==> src/rtl/wb_trace_buffer.sv <==
// Register-file writeback trace FIFO with trigger/post-count freeze and a
// valid/ready drain port; the head entry is presented from a registered copy.
module wb_trace_buffer #(
    parameter int unsigned DEPTH  = 16,
    parameter int unsigned DATA_W = 32,
    parameter int unsigned REG_W  = 6,
    parameter int unsigned PC_W   = 6,
    parameter int unsigned CNT_W  = 8
) (
    input  logic                   clk,
    input  logic                   rst,
    input  logic                   wb_we,
    input  logic [REG_W-1:0]       wb_rd,
    input  logic [DATA_W-1:0]      wb_data,
    input  logic [PC_W-1:0]        wb_pc,
    input  logic                   capture_en,
    input  logic                   wrap_mode,
    input  logic                   trig_en,
    input  logic [REG_W-1:0]       trig_rd,
    input  logic [CNT_W-1:0]       post_cnt,
    output logic                   trace_valid,
    input  logic                   trace_ready,
    output logic [DATA_W-1:0]      trace_data,
    output logic [REG_W-1:0]       trace_rd,
    output logic [PC_W-1:0]        trace_pc,
    output logic [$clog2(DEPTH):0] level,
    output logic                   full,
    output logic [CNT_W-1:0]       drop_cnt,
    output logic                   frozen
);

    localparam int unsigned PTR_W = $clog2(DEPTH);
    localparam int unsigned LVL_W = PTR_W + 1;
    localparam int unsigned ENT_W = PC_W + REG_W + DATA_W;

    typedef enum logic [1:0] {
        ST_IDLE   = 2'd0,
        ST_RUN    = 2'd1,
        ST_POST   = 2'd2,
        ST_FROZEN = 2'd3
    } state_t;

    state_t             state_q, state_d;
    logic [CNT_W-1:0]   cnt_q, cnt_d;
    logic [PTR_W-1:0]   wr_q, wr_d, rd_q, rd_d;
    logic [LVL_W-1:0]   level_q, level_d;
    logic [CNT_W-1:0]   drop_q, drop_d;
    logic [ENT_W-1:0]   head_q, head_d;
    logic               valid_q, valid_d;
    logic               full_q, full_d;
    logic               frozen_q, frozen_d;
    logic [ENT_W-1:0]   mem_q [DEPTH];

    logic               push, pop, is_full, do_write, do_drop;
    logic [ENT_W-1:0]   new_entry;

    // FIFO bookkeeping: level tracks push/pop, never pointer difference
    always_comb begin
        new_entry = {wb_pc, wb_rd, wb_data};
        push      = wb_we && (state_q == ST_RUN || state_q == ST_POST);
        pop       = valid_q && trace_ready;
        is_full   = (level_q == LVL_W'(DEPTH));
        do_write  = push && (!is_full || pop || wrap_mode);
        do_drop   = push && is_full && !pop;
        wr_d      = wr_q;
        rd_d      = rd_q;
        level_d   = level_q;
        drop_d    = drop_q;
        head_d    = head_q;

        if (do_write) wr_d = wr_q + PTR_W'(1);
        if (pop || (do_drop && wrap_mode)) rd_d = rd_q + PTR_W'(1);
        if (push && !pop && !is_full) level_d = level_q + LVL_W'(1);
        else if (pop && !push)        level_d = level_q - LVL_W'(1);
        if (do_drop && drop_q != '1) drop_d = drop_q + CNT_W'(1);

        // New head bypasses the array when it lands on the next read slot
        if (do_write && wr_q == rd_d)  head_d = new_entry;
        else if (level_d != '0)        head_d = mem_q[rd_d];

        valid_d = (level_d != '0);
        full_d  = (level_d == LVL_W'(DEPTH));
    end

    // Capture FSM; capture_en low overrides every other transition
    always_comb begin
        state_d = state_q;
        cnt_d   = cnt_q;
        case (state_q)
            ST_IDLE: if (capture_en) state_d = ST_RUN;
            ST_RUN: begin
                if (push && trig_en && wb_rd == trig_rd) begin
                    if (post_cnt == '0) begin
                        state_d = ST_FROZEN;
                    end else begin
                        cnt_d   = post_cnt;
                        state_d = ST_POST;
                    end
                end
            end
            ST_POST: begin
                if (push) begin
                    cnt_d = cnt_q - CNT_W'(1);
                    if (cnt_q == CNT_W'(1)) state_d = ST_FROZEN;
                end
            end
            ST_FROZEN: state_d = ST_FROZEN;
            default:   state_d = ST_IDLE;
        endcase
        if (!capture_en && state_q != ST_IDLE) state_d = ST_IDLE;
        frozen_d = (state_d == ST_FROZEN);
    end

    always_ff @(posedge clk) begin
        if (!rst) state_q <= ST_IDLE;
        else      state_q <= state_d;
    end

    always_ff @(posedge clk) begin
        if (!rst) begin
            cnt_q    <= '0;
            wr_q     <= '0;
            rd_q     <= '0;
            level_q  <= '0;
            drop_q   <= '0;
            head_q   <= '0;
            valid_q  <= 1'b0;
            full_q   <= 1'b0;
            frozen_q <= 1'b0;
        end else begin
            cnt_q    <= cnt_d;
            wr_q     <= wr_d;
            rd_q     <= rd_d;
            level_q  <= level_d;
            drop_q   <= drop_d;
            head_q   <= head_d;
            valid_q  <= valid_d;
            full_q   <= full_d;
            frozen_q <= frozen_d;
        end
    end

    // Trace storage carries no reset
    always_ff @(posedge clk) begin
        if (rst && do_write) mem_q[wr_q] <= new_entry;
    end

    assign trace_valid = valid_q;
    assign trace_data  = head_q[DATA_W-1:0];
    assign trace_rd    = head_q[DATA_W +: REG_W];
    assign trace_pc    = head_q[DATA_W+REG_W +: PC_W];
    assign level       = level_q;
    assign full        = full_q;
    assign drop_cnt    = drop_q;
    assign frozen      = frozen_q;

endmodule
==> config.mk <==
export PLATFORM = sky130hd
export DESIGN_NAME = wb_trace_buffer
export DESIGN_NICKNAME = d
export VERILOG_FILES = /design/src/rtl/wb_trace_buffer.sv
export SDC_FILE = /design/constraint.sdc
export NUM_CORES = 1
export LEC_CHECK = 0
export CORE_UTILIZATION = 40
export CTS_BUF_LIST = sky130_fd_sc_hd__clkbuf_2
export CTS_CLUSTER_SIZE = 20
export DETAILED_ROUTE_END_ITERATION = 10
export DONT_BUFFER_PORTS = 1
export SLEW_MARGIN = 20
export SYNTH_ARGS = -nofsm -noshare
export SYNTH_HDL_FRONTEND = slang
export SYNTH_SLANG_ARGS = --single-unit
==> constraint.sdc <==
create_clock -name clk -period 8 [get_ports clk]
set_clock_uncertainty 0.1 [all_clocks]
set_input_delay 2 -clock clk [delete_from_list [all_inputs] [get_ports clk]]
set_output_delay 2 -clock clk [all_outputs]
set_load 0.01 [all_outputs]
* Word level (Yosys, flattened, before mapping)
Memories as Yosys holds them, arrays and structs flattened. A register that Yosys moved wholly into a read port is not among the register bits.
Index checks and enable logic that the tools add are counted.
** Cells by class
- Add/subtract/negate cells :: 6
- Multipliers :: 0
- Div/mod/pow operators :: 0
- $lt $le $gt $ge :: 0
- Eq/ne operators :: 13
- Shift-type cells :: 0
- Mux-type cells :: 16
- Bitwise logic cells :: 0
- Reductions and logical operators :: 31
** Operators by type and width (count)
- $mux W8 :: 3
- $pmux W8 S2 :: 1
- $logic_and A1 B1 Y1 :: 15
- $eq A5 B5 Y1 const B :: 2
- $mux W2 :: 5
- $mux W5 :: 2
- $add A4 B1 Y4 const B :: 2
- $add A8 B1 Y8 const B :: 1
- $eq A8 B1 Y1 const B :: 1
- $logic_not A8 Y1 :: 1
- $ne A8 B8 Y1 const B :: 1
- $pmux W2 S4 :: 1
- $sub A8 B1 Y8 const B :: 1
- $eq A2 B2 Y1 const B :: 3
- $eq A6 B6 Y1 :: 1
- $reduce_bool A2 Y1 :: 3
- $add A5 B1 Y5 const B :: 1
- $logic_not A1 Y1 :: 5
- $reduce_bool A5 Y1 :: 1
- $sub A5 B1 Y5 const B :: 1
- $eq A4 B4 Y1 :: 1
- $logic_or A1 B1 Y1 :: 4
- $mux W4 :: 1
- $ne A2 B2 Y1 const B :: 2
- other kinds (5) :: 7
** Storage, ports and cells
- Register bits after elaboration :: 34
- Bits in latches :: 0
- Memory bits (writable) :: 704
- ROM bits :: 0
- Output and inout port bits :: 60
- Word-level logic and storage cells :: 76
- Memories kept :: 1
** Memories
- mem_q :: depth 16, bits a word 44, rd ports 1, clocked after Yosys merged registers in 1, wr ports 1, RTL line 52 : logic [ENT_W-1:0] mem_q [DEPTH];

* Longest topological paths before layout
- Depth in word-level cells :: 11
- Depth in mapped cells :: 14
- Depth with buffers taken out :: 10

* Least setup slack after synthesis
Ideal clock, no wire load.
- Kind :: input -> register
- Start point :: input port trace_ready
- End point :: memory mem_q[15][0] (netlist bit), enable pin
- Library setup time :: 0.446 ns
- Data arrival time :: 4.896 ns
- Required time :: 7.454 ns
- Path slack :: 2.558 ns
- Stages on the path :: 5
- Buffers on the path :: 1
- Cell sequence :: nand2_1 buf_1 a31oi_1 nand2_1 nor2_1
** On the way
- Cells in the longest elaborated chain, start to end :: 7
** Ends and longest elaborated chain
- start, declared :: RTL line 22 : input logic trace_ready,
- $logic_and A1 B1 Y1 :: RTL line 61 : pop = valid_q && trace_ready;
- $logic_or A1 B1 Y1 (2 in series) :: RTL line 63 : do_write = push && (!is_full || pop || wrap_mode);
- $logic_and A1 B1 Y1 :: RTL line 63
- $logic_and A1 B1 Y1 :: RTL line 145 : if (rst && do_write) mem_q[wr_q] <= new_entry;
- $mux W1 :: RTL line 145
- $mux W1 (not written as such) :: RTL line 145
- end, declared :: RTL line 52
No other way between the ends.

* Worst setup path after layout
- Start point :: register state_q[0]
- End point :: register head_q[19], read port of mem_q
** On the way
- Cells in the longest elaborated chain, start to end :: 11
- Elaborated cells on any way between the ends :: 20
- Classes of those cells :: eq/ne: 3; mux: 3; reduce/logical: 14
** Ends and longest elaborated chain
- start, declared :: RTL line 43 : state_t state_q, state_d;
- start signal, assigned :: RTL line 116 : else state_q <= state_d;
- $eq A2 B1 Y1 / $eq A2 B2 Y1 (equally long branches) :: RTL line 60 : push = wb_we && (state_q == ST_RUN || state_q == ST_POST);
- $logic_or A1 B1 Y1 (*) :: RTL line 60
- $logic_and A1 B1 Y1 (*) :: RTL line 60
- $logic_and A1 B1 Y1 (2 in series) :: RTL line 64 : do_drop = push && is_full && !pop;
- $logic_and A1 B1 Y1 :: RTL line 72 : if (pop || (do_drop && wrap_mode)) rd_d = rd_q + PTR_W'(1);
- $logic_or A1 B1 Y1 :: RTL line 72
- $mux W4 :: RTL line 72
- $eq A4 B4 Y1 :: RTL line 78 : if (do_write && wr_q == rd_d) head_d = new_entry;
- $logic_and A1 B1 Y1 :: RTL line 78
- $reduce_bool A2 Y1 (no line)
- end, declared :: RTL line 48 : logic [ENT_W-1:0] head_q, head_d;
Mark *: on every way between the ends. The rest lies on a longest branch, timed or not.
A chain may end at the register's enable or synchronous reset.

==> reports/metrics.cfg <==
[clocking]
cts_resized = 0
cts.hold.buffers_added = 0
cts.sinks = 782
clk_path_buf_depth = 3
h-tree-depth = 4
cts_made_buffers = 196
post_cts_buffers = 0
cts_tree = yes
path_clk_slew_ns = 0.11
root_buffer = clkbuf_2
clk_latency_ns = 1.40

[yosys]
synthDistinctLibCells = 68
ys.flop_type = edfxtp_1
synth_warnings = 0
synth_nets = 2640
synth_edf_count = 704
syn_area_um2 = 34800
async_flop_share_pct = 0
ys_ff_latch = 782
synthCells = 2559
ys_seq_area_share_pct = 65.3
avgSynthCellArea_um2 = 13.6

[setup_path]
critPathCaptureType = register
required_ns = 9.22
cp_max_fo = 81
cp.arrival_ns = 6.05
path_class = register to register
startpoint_type = register

[cells_and_area]
finalNonFillerCells = 3926
final_common_cell = edfxtp_1
area_growth_pct = 8.74
final_cell_mix = 704 x edfxtp_1, 361 x nand2_1, 291 x clkbuf_2
fin_util_pct = 44.1
layout-drive-gt1-share_pct = 17.2
nNetsFinal = 2700

[die]
core-area_um2 = 85700
start_util_pct = 40.6
die-height_um = 297
pin_count = 125
die_w_um = 297
core.rowCount = 107
die_area_um2 = 88100

[power_and_ir_drop]
power.density_nw_per_um2 = 270
vdd_drop_max_v = 0.000352
seqPwrFrac_pct = 47.6
switching_share_pct = 34.7
p_clk_share_pct = 26.3
power.internal_w = 0.00666
power.switching_w = 0.00355
leakage_nw = 12.2
comb_power_share_pct = 26.1

[timing]
setup_tns_ns = 0
fmax_ghz = 0.207
finalCriticalPeriod_ns = 4.83
setup_violations = 0
rsz0062_at_grt = no
final_hold_viol_count = 0
fin_crit_sh_pct = 60.3
tightest_slew_ns = 1.34
slew_headroom_pct = 10.4
finalMaxSlewViolations = 0

[global_route]
grt_max_degree = 124
first_global_vias = 23100
antenna_found_initial = 2
grt_pass1_wl_mm = 142
grt.overflow.total = 0
grt_usage_pct = 21.2

[routing]
ant_nets = 0
drtIter0Drc = 2209
drcViolationCount = 0
vias = 22700
avgViaCountPerCell = 5.78
wl_mm = 93.7
wl_per_cell_um = 23.9
first_pass_iters = 5

[place]
dp_hpwl_mm = 51.3
portBuffers = 0
place_congestion = 0.841
dp_cells = 3564

[outcome]
status = complete, no violations

[worst_hold_path]
hold_path.class = register to register

[job]
timing.max_cap.violations = 0

[through the flow]
step | cell area (um2) | hold WS [ns] | power, W | setup WS (ns)
2_1_floorplan | 34800 | 0.405 | 0.00683 | 2.56
3_3_place_gp | 36000 | 0.420 | 0.00749 | 1.98
3_5_place_dp | 36000 | 0.440 | 0.00756 | 1.96
4_1_cts | 37800 | 0.353 | 0.0103 | 3.11
5_1_grt | 37800 | 0.396 | 0.0108 | 2.79
6_report | 37800 | 0.471 | 0.0102 | 3.17
[flip-flops by register name (all words and copies together), names as in the netlist]
name and count:
full 1, wr_q 4, drop_cnt 8, state_q 2, rd_q 4, level 5
mem_q 704, cnt_q 8, head_q 44, trace_valid 1, frozen 1
[metal layers]
metal | track usage (%) | vias to the layer above | wire [um]
li1 | - | 10200 | -
met1 | 26.2 | 11400 | 37600
met2 | 35.7 | 925 | 46000
met3 | 5.15 | 190 | 7520
met4 | 8.35 | 0 | 2570
met5 | 0 | - | 0
[cell families (layout without fill, tap and decap cells)]
family                     count (synthesis)  count (layout)  synth area share [%]
adders and majority gates                 16              16                 0.576
other                                      0               2                     0
xor gates and xnor gates                  17              17                 0.468
muxes                                    357             357                  12.3
buffers and inverters                    203             424                  2.58
AOI/OAI and AO/OA                        513             513                  9.78
DFF                                      782             782                  65.3
and+or+nand+nor                          671             671                  9.03
[final cells by class]
cell class	count	area, um2
Tap cell	1144	1430
Fill cell	7729	47900
Sequential cell	782	22700
Clock inverter	68	358
Antenna cell	2	5.00
Clock buffer	291	1460
Multi-Input combinational cell	1574	11400
Inverter	19	71.3
Timing Repair Buffer	46	383
[power groups by stage]
stage | Sequential, W | Clock, W | Combinational, W
2_1_floorplan | 0.00485 | 0 | 0.00198
3_3_place_gp | 0.00495 | 0 | 0.00254
3_5_place_dp | 0.00496 | 0 | 0.00261
4_1_cts | 0.00486 | 0.00277 | 0.00262
5_1_grt | 0.00488 | 0.00297 | 0.00291
6_report | 0.00486 | 0.00268 | 0.00266
[critical path, cell delays in order (launching register included)]
cell and delay, ns:
dfxtp_1 0.42, inv_1 0.11, ha_1 0.35, nand2_1 0.30, o32a_1 0.97, and2_4 0.99, buf_4 0.44, nand2_1 0.11
nand3_1 0.10, a21oi_1 0.07, or4_1 0.54, a31oi_1 0.18
[final timing paths]
kind	to	cells past startpoint	slack, ns	from
worst max-delay path	head_q[19]	11	3.17	state_q[0]
worst min-delay path	cnt_q[6]	1	0.47	cnt_q[6]
worst max register to register	head_q[19]	11	3.17	state_q[0]
worst min register to register	cnt_q[6]	1	0.47	cnt_q[6]
[cell usage after synthesis (4+ instances only)]
cell	count	area, um2
a211oi_1	99	743
a21boi_0	4	30.0
a21oi_1	112	561
a22o_1	28	245
a311o_1	12	120
a31oi_1	62	388
and2_1	20	125
and3_1	30	188
buf_1	16	60.1
buf_2	71	355
buf_4	6	45.0
clkbuf_1	88	330
dfxtp_1	78	1560
edfxtp_1	704	21100
ha_1	16	200
inv_1	18	67.6
mux2_2	16	180
mux2i_1	286	2860
mux4_2	55	1240
nand2_1	363	1360
nand3_1	76	380
nand4_1	4	25.0
nor2_1	38	143
nor2b_1	42	263
nor3_1	41	205
nor4_1	8	50.1
o21ai_0	77	385
o221a_2	4	45.0
o221ai_1	9	78.8
o22ai_1	46	288
o31a_1	12	105
o31ai_1	14	105
or3_1	6	37.5
or4_1	29	218
xnor2_1	11	96.3
xor2_1	5	43.8
No activity file was read; power rests on OpenSTA's default activity.
